**config.mk**
```make
export PLATFORM = sky130hd
export DESIGN_NAME = calc_core_param
export DESIGN_NICKNAME = d
export VERILOG_FILES = /design/src/rtl/calc_pkg.sv /design/src/rtl/calc_seq_unit.sv /design/src/rtl/calc_core_param.sv
export SDC_FILE = /design/constraint.sdc
export NUM_CORES = 1
export LEC_CHECK = 0
export CAP_MARGIN = 40
export CORE_MARGIN = 2
export CORE_UTILIZATION = 30
export DETAILED_ROUTE_END_ITERATION = 8
export HOLD_SLACK_MARGIN = 0.15
export PLACE_DENSITY = 0.43
export SLEW_MARGIN = 10
export SYNTH_ARGS = -nofsm -noshare
export SYNTH_HDL_FRONTEND = slang
export SYNTH_SLANG_ARGS = --single-unit
```
**constraint.sdc**
```tcl
create_clock -name clk -period 4.3 [get_ports clk]
set_input_delay 0.86 -clock clk [delete_from_list [all_inputs] [get_ports clk]]
set_output_delay 0.86 -clock clk [all_outputs]
set_load 0.01 [all_outputs]
```
**src/rtl/calc_pkg.sv**
```systemverilog
// Shared op/state codes and width helper for the calculator core.
// Imported by calc_seq_unit and calc_core_param.
package calc_pkg;

  localparam logic [2:0] OP_ADD = 3'd0;
  localparam logic [2:0] OP_SUB = 3'd1;
  localparam logic [2:0] OP_MUL = 3'd2;
  localparam logic [2:0] OP_DIV = 3'd3;
  localparam logic [2:0] OP_MOD = 3'd4;
  localparam logic [2:0] OP_AND = 3'd5;
  localparam logic [2:0] OP_OR  = 3'd6;
  localparam logic [2:0] OP_XOR = 3'd7;

  typedef enum logic [2:0] {
    ST_IDLE   = 3'd0,
    ST_HAVE_X = 3'd1,
    ST_HAVE_Y = 3'd2,
    ST_READY  = 3'd3,
    ST_EXEC   = 3'd4
  } state_t;

  function automatic int cnt_width(input int w);
    return $clog2(w) + 1;
  endfunction

endpackage

```
**src/rtl/calc_seq_unit.sv**
```systemverilog
// Iterative WIDTH-step shift-add multiplier / restoring divider.
// Ports: clk, rst (sync, active-low), start loads a/b and mode
// (0 = multiply, 1 = divide); done flags the final step, whose
// combinational lo (product low / quotient) and hi (product high /
// remainder) are to be captured on that same edge.
module calc_seq_unit
  import calc_pkg::*;
#(
  parameter int WIDTH = 8,
  parameter int CNT_W = cnt_width(WIDTH)
) (
  input  logic             clk,
  input  logic             rst,
  input  logic             start,
  input  logic             mode,
  input  logic [WIDTH-1:0] a,
  input  logic [WIDTH-1:0] b,
  output logic             done,
  output logic [WIDTH-1:0] lo,
  output logic [WIDTH-1:0] hi
);

  logic             run;
  logic             md;
  logic [CNT_W-1:0] cnt;
  logic [WIDTH-1:0] hr;
  logic [WIDTH-1:0] lr;
  logic [WIDTH-1:0] bm;
  logic [WIDTH-1:0] hn;
  logic [WIDTH-1:0] ln;
  logic [WIDTH:0]   sum;
  logic [WIDTH:0]   sh;
  logic [WIDTH:0]   dif;
  logic             ge;

  // One iteration of either algorithm; hr/lr hold the
  // partial product or remainder/quotient pair.
  always_comb begin
    hn  = hr;
    ln  = lr;
    sum = '0;
    sh  = '0;
    dif = '0;
    ge  = 1'b0;
    if (!md) begin
      sum = {1'b0, hr}
          + ({(WIDTH+1){lr[0]}} & {1'b0, bm});
      {hn, ln} = {sum, lr[WIDTH-1:1]};
    end else begin
      sh  = {hr, lr[WIDTH-1]};
      ge  = (sh >= {1'b0, bm});
      dif = sh - {1'b0, bm};
      hn  = ge ? dif[WIDTH-1:0] : sh[WIDTH-1:0];
      ln  = {lr[WIDTH-2:0], ge};
    end
  end

  assign done = run && (cnt == CNT_W'(WIDTH - 1));
  assign lo   = ln;
  assign hi   = hn;

  always_ff @(posedge clk) begin
    if (!rst) begin
      run <= 1'b0;
      md  <= 1'b0;
      cnt <= '0;
      hr  <= '0;
      lr  <= '0;
      bm  <= '0;
    end else if (start) begin
      run <= 1'b1;
      md  <= mode;
      cnt <= '0;
      hr  <= '0;
      lr  <= a;
      bm  <= b;
    end else if (run) begin
      hr <= hn;
      lr <= ln;
      if (done) run <= 1'b0;
      else      cnt <= cnt + 1'b1;
    end
  end

endmodule

```
**src/rtl/calc_core_param.sv**
```systemverilog
// Calculator core: operand capture FSM, single-cycle ALU, seq unit.
// Ports: clk, rst (sync active-low), load_x/load_y/key capture,
// start/op execute; busy, done, err, state, result report.
// Define CALC_MOD_EN to enable op 100 (MOD); else it is illegal.
module calc_core_param
  import calc_pkg::*;
#(
  parameter int WIDTH = 8,
  parameter int CNT_W = cnt_width(WIDTH)
) (
  input  logic             clk,
  input  logic             rst,
  input  logic             load_x,
  input  logic             load_y,
  input  logic             start,
  input  logic [2:0]       op,
  input  logic [WIDTH-1:0] key,
  output logic             busy,
  output logic             done,
  output logic             err,
  output logic [2:0]       state,
  output logic [WIDTH-1:0] result
);

  state_t           cur;
  state_t           nxt;
  logic [WIDTH-1:0] x;
  logic [WIDTH-1:0] y;
  logic             xv;
  logic             yv;
  logic [2:0]       opq;
  logic             accept;
  logic             ld_ok;
  logic             nxv;
  logic             nyv;
  logic             seq_op;
  logic             seq_start;
  logic             seq_done;
  logic [WIDTH-1:0] seq_lo;
  logic [WIDTH-1:0] seq_hi;
  logic             fast;
  logic             finish;
  logic [WIDTH-1:0] res_n;
  logic             err_n;
  logic [WIDTH:0]   sum;
  logic [WIDTH:0]   dif;
  logic             y_zero;

  assign y_zero = (y == '0);
  assign accept = start && (cur == ST_READY);
  // start wins over a same-cycle load
  assign ld_ok  = (cur != ST_EXEC) && !accept;
  assign nxv    = xv | (ld_ok & load_x);
  assign nyv    = yv | (ld_ok & load_y);

`ifdef CALC_MOD_EN
  assign seq_op = (op == OP_MUL)
               || (((op == OP_DIV) || (op == OP_MOD)) && !y_zero);
`else
  assign seq_op = (op == OP_MUL)
               || ((op == OP_DIV) && !y_zero);
`endif
  assign seq_start = accept && seq_op;

  calc_seq_unit #(
    .WIDTH (WIDTH),
    .CNT_W (CNT_W)
  ) u_seq (
    .clk   (clk),
    .rst   (rst),
    .start (seq_start),
    .mode  (op != OP_MUL),
    .a     (x),
    .b     (y),
    .done  (seq_done),
    .lo    (seq_lo),
    .hi    (seq_hi)
  );

  always_comb begin
    res_n = result;
    err_n = err;
    fast  = 1'b1;
    sum   = {1'b0, x} + {1'b0, y};
    dif   = {1'b0, x} - {1'b0, y};
    unique case (1'b1)
      (opq == OP_ADD): begin
        res_n = sum[WIDTH-1:0];
        err_n = sum[WIDTH];
      end
      (opq == OP_SUB): begin
        res_n = dif[WIDTH-1:0];
        err_n = dif[WIDTH];
      end
      (opq == OP_MUL): begin
        fast  = 1'b0;
        res_n = seq_lo;
        err_n = |seq_hi;
      end
      (opq == OP_DIV): begin
        if (y_zero) begin
          res_n = '1;
          err_n = 1'b1;
        end else begin
          fast  = 1'b0;
          res_n = seq_lo;
          err_n = 1'b0;
        end
      end
      (opq == OP_MOD): begin
`ifdef CALC_MOD_EN
        if (y_zero) begin
          res_n = '1;
          err_n = 1'b1;
        end else begin
          fast  = 1'b0;
          res_n = seq_hi;
          err_n = 1'b0;
        end
`else
        err_n = 1'b1;
`endif
      end
      (opq == OP_AND): begin
        res_n = x & y;
        err_n = 1'b0;
      end
      (opq == OP_OR): begin
        res_n = x | y;
        err_n = 1'b0;
      end
      (opq == OP_XOR): begin
        res_n = x ^ y;
        err_n = 1'b0;
      end
      default: ;
    endcase
  end

  assign finish = (cur == ST_EXEC) && (fast || seq_done);

  always_comb begin
    nxt = cur;
    if (cur == ST_EXEC) begin
      if (finish) nxt = ST_READY;
    end else if (accept) begin
      nxt = ST_EXEC;
    end else begin
      unique case (1'b1)
        (nxv && nyv): nxt = ST_READY;
        (nxv && !nyv): nxt = ST_HAVE_X;
        (!nxv && nyv): nxt = ST_HAVE_Y;
        default:       nxt = ST_IDLE;
      endcase
    end
  end

  always_ff @(posedge clk) begin
    if (!rst) begin
      cur    <= ST_IDLE;
      x      <= '0;
      y      <= '0;
      xv     <= 1'b0;
      yv     <= 1'b0;
      opq    <= OP_ADD;
      result <= '0;
      err    <= 1'b0;
      done   <= 1'b0;
    end else begin
      cur  <= nxt;
      done <= finish;
      xv   <= nxv;
      yv   <= nyv;
      if (ld_ok && load_x) x <= key;
      if (ld_ok && load_y) y <= key;
      if (accept) opq <= op;
      if (finish) begin
        result <= res_n;
        err    <= err_n;
      end
    end
  end

  assign busy  = (cur == ST_EXEC);
  assign state = cur;

endmodule

```
==> results of run 1 <==
## worst paths after layout
kind,startpoint,end,slack (ns),cells past startpoint
hold / removal,result[3],result[3],0.46,2
setup reg to reg,y[0],result[3],1.41,7
hold reg to reg,result[3],result[3],0.46,2
setup / recovery,y[0],result[3],1.41,7
## worst reg2reg max path: cells and delay by family (launching register included)
kind	cells	cell delay (ns)
AOI/OAI and AO/OA	2	0.94
DFF	1	0.39
and+or+nand+nor	5	1.49
## through the flow
step / hold slack [ns] / area [um2] / power, mW / cells
final: 0.455 / 5650 / 1.72 / 871
after global routing: 0.485 / 5650 / 1.80 / 871
after CTS: 0.458 / 5650 / 1.74 / 871
after detailed placement: 0.449 / 5310 / 0.873 / 855
after global placement: 0.446 / 5310 / 0.871 / 855
after floorplan: 0.445 / 4840 / 0.796 / 638
## routing by layer
metal | vias to the layer above | track usage [%] | share of wire [%]
met5 | - | 0 | 0
met4 | 0 | 6.95 | 1.9
met3 | 16 | 3.65 | 5.3
met2 | 112 | 28.5 | 41
met1 | 2183 | 27.9 | 51
li1 | 2299 | - | -
## logic make-up (layout without fill, tap and decap cells)
| family | count (synthesis) | after routing | share of synthesized area [%] |
|---|---|---|---|
| AO/OA/AOI/OAI | 194 | 194 | 26.2 |
| XOR/XNOR | 11 | 11 | 1.99 |
| adder cells (fa/ha/maj) | 45 | 45 | 12.2 |
| buffers and inverters | 81 | 98 | 6.71 |
| flip-flops | 64 | 64 | 26.4 |
| multiplexers | 20 | 20 | 4.31 |
| AND/OR/NAND/NOR | 223 | 223 | 22.1 |
## synthesized netlist by cell type, types with 4 or more instances
cell type / number / area share (%)
mux2i_1: 16 / 3.3
clkbuf_1: 22 / 1.7
xnor2_1: 7 / 1.3
o21ai_1: 4 / 0.41
o21a_1: 7 / 1.1
a31oi_1: 6 / 0.77
nor3_1: 15 / 1.5
a21o_1: 6 / 0.93
nand2b_1: 10 / 1.3
a21oi_1: 73 / 7.5
fa_1: 4 / 1.7
o21ai_0: 27 / 2.8
and2_1: 10 / 1.3
a311oi_1: 4 / 0.72
o211ai_1: 12 / 1.9
nor4_1: 5 / 0.65
a211oi_1: 14 / 2.2
a221oi_1: 5 / 0.90
or3_1: 4 / 0.52
xor2_1: 4 / 0.72
dfxtp_1: 64 / 26
ha_1: 41 / 11
nand3_1: 26 / 2.7
nand2_1: 79 / 6.1
inv_1: 44 / 3.4
buf_2: 8 / 0.83
nor2_1: 47 / 3.6
or2_2: 5 / 0.65
## power by group
group / internal, mW / leakage, nW / switching [mW]
Clock: 0.567 / 0.166 / 0.293
Sequential: 0.608 / 0.520 / 0.0242
Combinational: 0.0921 / 1.44 / 0.138
## cell type report
| class | instances | area [um2] | area share [%] |
|---|---|---|---|
| clock buffer | 9 | 225 | 3.99 |
| clock inverter | 7 | 120 | 2.13 |
| inverter | 46 | 173 | 3.06 |
| multi-input combinational | 493 | 3240 | 57.3 |
| sequential | 64 | 1280 | 22.7 |
| tap | 216 | 270 | 4.78 |
| timing repair buffer | 36 | 343 | 6.07 |
## registers in the layout (all words and copies together) (netlist names)
name       cells
state          3
result         8
u_seq.cnt      4
done           1
u_seq.lr       8
u_seq.run      1
x              8
u_seq.md       1
u_seq.bm       8
u_seq.hr       8
opq            3
y              8
yv             1
err            1
xv             1
## cells in the final DEF, fill, tap and decap left out, types with 9 or more instances in the layout
cell type	n
inv_1	44
and2_1	10
o211ai_1	12
clkbuf_16	9
dfxtp_1	64
nand2_1	79
nor2_1	47
nand2b_1	10
a21oi_1	73
o21ai_0	27
clkdlybuf4s50_1	29
nand3_1	26
a211oi_1	14
ha_1	41
nor3_1	15
mux2i_1	16
==> impl_metrics.sql, run 1 <==
INSERT INTO impl_metrics (metric_group, metric, value, unit) VALUES
('worst_setup_path', 'crit_required', '4.56', 'ns'),
('clocking', 'htree_levels', '3', ''),
('final_layout', 'syn_to_final_growth', '16.6', '%'),
('timing', 'rsz0062_at_grt', 'no', ''),
('power_and_ir_drop', 'power_density', '305', 'nW/um2'),
('detailed_routing', 'drt-initial-drc-count', '264', ''),
('worst_setup_path', 'cp_max_fo', '11', ''),
('timing', 'accumulated_negative_setup_slack', '0', 'ns'),
('synthesis', 'synth_area', '4840', 'um2'),
('timing', 'setup_skew_after_layout', '0.00823', 'ns'),
('timing', 'drv_slew', '0', ''),
('worst_setup_path', 'timing.critical_path.cells', 'nor4_2 > nand3_1 > nand2_1 > nand2_1 > a21oi_1 > nand3_1 > a21oi_1', ''),
('clocking', 'post_cts_hold_buffer_count', '0', ''),
('timing', 'fmax', '346', 'MHz'),
('grt', 'initial_antenna_violation_count', '0', ''),
('timing', 'period_minus_slack', '2.89', 'ns'),
('timing', 'worst_pin_slew', '0.887', 'ns'),
('power_and_ir_drop', 'ir_worst_vdd', '0.156', 'mV'),
('min_path', 'worst_hold_path_type', 'register to register', ''),
('timing', 'finalWorstSetupSlack', '1.41', 'ns'),
('clocking', 'post_cts.resized_instances', '0', ''),
('status', 'run_status', 'finished clean', ''),
('floorplanning', 'design.die.area', '17200', 'um2'),
('final_layout', 'fin_util', '35.7', '%'),
('worst_setup_path', 'kind_of_cell_with_the_highest_combined_delay_on_the_critical_path', 'simple AND/OR/NAND/NOR gates', ''),
('grt', 'grtUsageTotal', '19.3', '%'),
('clocking', 'post_cts.repair.setup_buffers', '0', ''),
('clocking', 'cts_made_buffers', '9', ''),
('detailed_routing', 'drt_wl_total', '15500', 'um'),
('final_layout', 'fraction_of_final_layout_cells_with_drive_strength_greater_than_1', '6.87', '%'),
('grt', 'grt_max_degree', '46', ''),
('worst_setup_path', 'cp_num_buf_inv', '0', ''),
('power_and_ir_drop', 'total_leakage_power', '2.12', 'nW'),
('grt', 'globalRouteOverflowTotal', '0', ''),
('synthesis', 'postSynthNetCount', '699', ''),
('placed_design', 'globalplace.congestion', '0.847', ''),
('floorplanning', 'die_width', '131', 'um'),
('floorplanning', 'die_height', '131', 'um'),
('clocking', 'cts_tree', 'done', ''),
('placed_design', 'dp_slack', '1.06', 'ns'),
('floorplanning', 'i_o_pin_cnt', '30', ''),
('floorplanning', 'fp.coreArea', '15800', 'um2'),
('grt', 'grt_first_pass_wirelength', '25100', 'um'),
('worst_setup_path', 'critical_path.endpoint_type', 'register', ''),
('timing', 'hold_viol_final', '0', ''),
('synthesis', 'async_reset_ff_share', '0', '%'),
('placed_design', 'place.detailed.hpwl', '11600', 'um'),
('timing', 'worst_slew_margin_rel', '40.9', '%'),
('floorplanning', 'floorplan.rows', '46', ''),
('synthesis', 'synth.distinct_cells', '72', ''),
('job', 'drv.max_cap_violation_count', '0', ''),
('synthesis', 'synth_cells', '638', ''),
('placed_design', 'portBuffers', '29', ''),
('detailed_routing', 'detail_route.drc_violations', '0', ''),
('grt', 'via_count_of_the_first_global_routing_pass', '4518', ''),
('floorplanning', 'initial_utilization', '30.6', '%'),
('worst_setup_path', 'worst_path_max_delay_cell', 'a21oi_1', ''),
('worst_setup_path', 'worstPathArrival', '3.16', 'ns'),
('detailed_routing', 'route.detailed.vias_per_inst', '5.29', ''),
('clocking', 'clk_pin_slew_worst_paths', '0.06', 'ns'),
('synthesis', 'ys.warnings.count', '0', ''),
('clocking', 'cts-root-buf', 'clkbuf_16', ''),
('synthesis', 'part_of_the_yosys_area_used_for_sequential_elements', '26.4', '%'),
('synthesis', 'dominantRegCellSynth', 'dfxtp_1', ''),
('synthesis', 'synth.avg_cell_area', '7.59', 'um2'),
('synthesis', 'synth_edf_count', '0', ''),
('timing', 'finalSetupViolCount', '0', ''),
('final_layout', 'fill_cells', '1660', ''),
('detailed_routing', 'routed-via-count', '4610', ''),
('detailed_routing', 'antenna_left', '0', ''),
('final_layout', 'layout.nets', '711', ''),
('worst_setup_path', 'setup.worst_path.class', 'register to register', ''),
('clocking', 'numClockSinks', '64', ''),
('worst_setup_path', 'critical_path_s_largest_stage_delay', '0.75', 'ns'),
('worst_setup_path', 'start_kind', 'register', ''),
('timing', 'post-route-period-util', '67.3', '%'),
('clocking', 'cts_buffer_depth', '2', ''),
('clocking', 'worstSkewPairLatency', '0.34', 'ns'),
('synthesis', 'ys_seq_elements', '64', ''),
('detailed_routing', 'dr.pass1.iters', '4', ''),
('detailed_routing', 'wl_per_cell', '17.8', 'um'),
('final_layout', 'insertedDiodeCount', '0', '');
(Power assumes the default switching activity.)
==> run 2, diff against run 1 <==
Settings changed: PLACE_DENSITY 0.43 to 0.45.
Clock period 4.3 ns to 2.4 ns, I/O delays scaled along.
==> run 2 against run 1 <==
  * Utilization rose by 6.6 points
  * Clock-buffer cell count grew 2
  * Worst hold slack better by 0.0049 ns
  * Global-route usage rose by 0.59 points
  * Clock power grew 73%
  * Non-clock buffer count up 88
  * Largest power group unchanged
  * Maximum frequency up 20%
  * First-iteration DRC count increased by 17%
  * Sequential share of layout area is 3.3 points lower
  * Register-to-register slack lost 1.4 ns
  * Sequential power rose by 76%
  * The flow now finishes with violations (negative setup slack)
  * Flip-flop and latch count did not move
  * Critical endpoint is now err
==> impl_metrics.sql, run 2 (synthesized netlist as in run 1, its figures left out) <==
INSERT INTO impl_metrics (metric_group, metric, value, unit) VALUES
('grt', 'via_count_of_the_first_global_routing_pass', '4656', ''),
('placed_design', 'globalplace.congestion', '0.837', ''),
('floorplanning', 'design.die.area', '17200', 'um2'),
('grt', 'grtUsageTotal', '19.9', '%'),
('status', 'run_status', 'finished with violations', ''),
('worst_setup_path', 'crit-reg2reg-launch', 'u_seq.bm[1]', ''),
('clocking', 'cts_made_buffers', '9', ''),
('floorplanning', 'die_height', '131', 'um'),
('final_layout', 'fraction_of_final_layout_cells_with_drive_strength_greater_than_1', '25.8', '%'),
('worst_setup_path', 'start_kind', 'register', ''),
('placed_design', 'place.detailed.hpwl', '12800', 'um'),
('final_layout', 'final-seq-area', '1300', 'um2'),
('clocking', 'cts_buffer_depth', '2', ''),
('detailed_routing', 'detail_route.drc_violations', '0', ''),
('timing', 'hold-worst-slack', '0.460', 'ns'),
('final_layout', 'syn_to_final_growth', '38.1', '%'),
('clocking', 'cts_tree', 'done', ''),
('detailed_routing', 'wl_per_cell', '17.2', 'um'),
('floorplanning', 'i_o_pin_cnt', '30', ''),
('worst_setup_path', 'critical_path_s_largest_stage_delay', '0.37', 'ns'),
('timing', 'fmax', '415', 'MHz'),
('timing', 'drv_slew', '0', ''),
('timing', 'setup_skew_after_layout', '0.0113', 'ns'),
('timing', 'hold_viol_final', '0', ''),
('job', 'drv.max_cap_violation_count', '0', ''),
('min_path', 'worst_hold_path_type', 'register to register', ''),
('worst_setup_path', 'worst_path_max_delay_cell', 'dfxtp_4', ''),
('grt', 'grt_max_degree', '29', ''),
('final_layout', 'layout.nets', '799', ''),
('final_layout', 'multi_input_area', '3560', 'um2'),
('clocking', 'worstSkewPairLatency', '0.35', 'ns'),
('final_layout', 'fill_cells', '1595', ''),
('timing', 'rsz0062_at_grt', 'yes', ''),
('detailed_routing', 'drt-initial-drc-count', '310', ''),
('power_and_ir_drop', 'ir_worst_vdd', '0.297', 'mV'),
('floorplanning', 'floorplan.rows', '46', ''),
('power_and_ir_drop', 'total_leakage_power', '2.65', 'nW'),
('placed_design', 'dp_slack', '-0.174', 'ns'),
('final_layout', 'layout_commonest_cell', 'buf_4', ''),
('timing', 'worst_slew_margin_rel', '61.7', '%'),
('worst_setup_path', 'setup.worst_path.class', 'register to register', ''),
('worst_setup_path', 'cp_max_fo', '4', ''),
('clocking', 'post_cts_hold_buffer_count', '0', ''),
('grt', 'initial_antenna_violation_count', '0', ''),
('floorplanning', 'fp.coreArea', '15800', 'um2'),
('clocking', 'htree_levels', '3', ''),
('placed_design', 'portBuffers', '29', ''),
('worst_setup_path', 'critical_path.startpoint', 'u_seq.bm[1]', ''),
('detailed_routing', 'drt_wl_total', '16500', 'um'),
('floorplanning', 'die_width', '131', 'um'),
('worst_setup_path', 'timing.critical_path.cells', 'inv_4 > ha_4 > nor2b_2 > o31a_1 > o21ai_4 > nand2_4 > buf_4 > o311a_1 > nor4_2 > a211oi_2', ''),
('clocking', 'cts-root-buf', 'clkbuf_16', ''),
('worst_setup_path', 'cp_num_buf_inv', '2', ''),
('worst_setup_path', 'kind_of_cell_with_the_highest_combined_delay_on_the_critical_path', 'compound AO/OA/AOI/OAI gates', ''),
('final_layout', 'insertedDiodeCount', '0', ''),
('power_and_ir_drop', 'power_density', '474', 'nW/um2'),
('status', 'failed_checks', 'negative setup slack', ''),
('worst_setup_path', 'critical_path.endpoint_type', 'register', ''),
('clocking', 'clk_pin_slew_worst_paths', '0.06', 'ns'),
('timing', 'finalSetupViolCount', '2', ''),
('timing', 'post-route-period-util', '100', '%'),
('detailed_routing', 'dr.pass1.iters', '5', ''),
('worst_setup_path', 'worstPathArrival', '2.63', 'ns'),
('timing', 'period_minus_slack', '2.41', 'ns'),
('timing', 'worst_pin_slew', '0.574', 'ns'),
('floorplanning', 'initial_utilization', '30.6', '%'),
('final_layout', 'fin_util', '42.3', '%'),
('detailed_routing', 'antenna_left', '0', ''),
('detailed_routing', 'route.detailed.vias_per_inst', '5.15', ''),
('detailed_routing', 'routed-via-count', '4935', ''),
('grt', 'grt_first_pass_wirelength', '25800', 'um'),
('clocking', 'numClockSinks', '64', ''),
('timing', 'finalWorstSetupSlack', '-0.00996', 'ns'),
('min_path', 'min_from', 'result[5]', ''),
('worst_setup_path', 'crit_required', '2.62', 'ns'),
('grt', 'globalRouteOverflowTotal', '0', ''),
('final_layout', 'layout.cells.most_common_list', 'buf_4, nand2_1, a21oi_1', '');
run 2: changes by cell type in the layout (fill, tap and decap cells not counted), sizes merged:
cell,change
buf,+88
clkbuf,+2
bufinv,-1
clkinvlp,-1
run 2: final cells by class:
type	instances	area share [%]
well taps	216	4.04
clock buffers	11	3.78
clock inverters	5	1.18
repair buffers	124	15.8
inverters	46	2.62
multi-input cells	493	53.2
flip-flops and latches	64	19.4
run 2: metrics by stage:
step	TNS [ns]	total power [mW]	std cells	cell area (um2)
4_1_cts	-0.0391	3.17	955	6470
2_1_floorplan	0	1.43	638	4840
3_3_place_gp	-0.983	1.66	937	5970
6_report	-0.0183	3.17	959	6690
5_1_grt	-0.408	3.29	959	6690
3_5_place_dp	-2.68	1.66	937	5970
run 2: final timing paths:
kind / end / slack, ns / cells after the start
max: err / -0.01 / 10
max reg2reg: err / -0.01 / 10
min: result[5] / 0.46 / 2
min reg2reg: result[5] / 0.46 / 2
run 2: timing repair:
action,CTS,global route
resized for setup,31,44
setup endpoints to repair,7,11
pin swaps,11,18
setup buffers,2,3
run 2: layer usage:
| metal | up-vias | GRT usage, % | part of all wire (%) |
|---|---|---|---|
| met1 | 2293 | 30.3 | 51 |
| met2 | 144 | 28.6 | 42 |
| li1 | 2479 | - | - |
| met3 | 19 | 3.29 | 6.6 |
| met4 | 0 | 5.26 | 1.2 |
| met5 | - | 0 | 0 |
run 2: worst reg2reg max path, cell delays in order, from the launching register on:
cell and delay (ns):
dfxtp_4 0.37, inv_4 0.05, ha_4 0.23, nor2b_2 0.16, o31a_1 0.34, o21ai_4 0.27
nand2_4 0.08, buf_4 0.15, o311a_1 0.29, nor4_2 0.25, a211oi_2 0.10
run 2: power by group:
| part | total, mW | switching, mW | internal, mW |
|---|---|---|---|
| sequential | 1.11 | 0.0256 | 1.09 |
| clock | 1.49 | 0.522 | 0.964 |
| combinational | 0.570 | 0.308 | 0.262 |
| total | 3.17 | 0.856 | 2.31 |
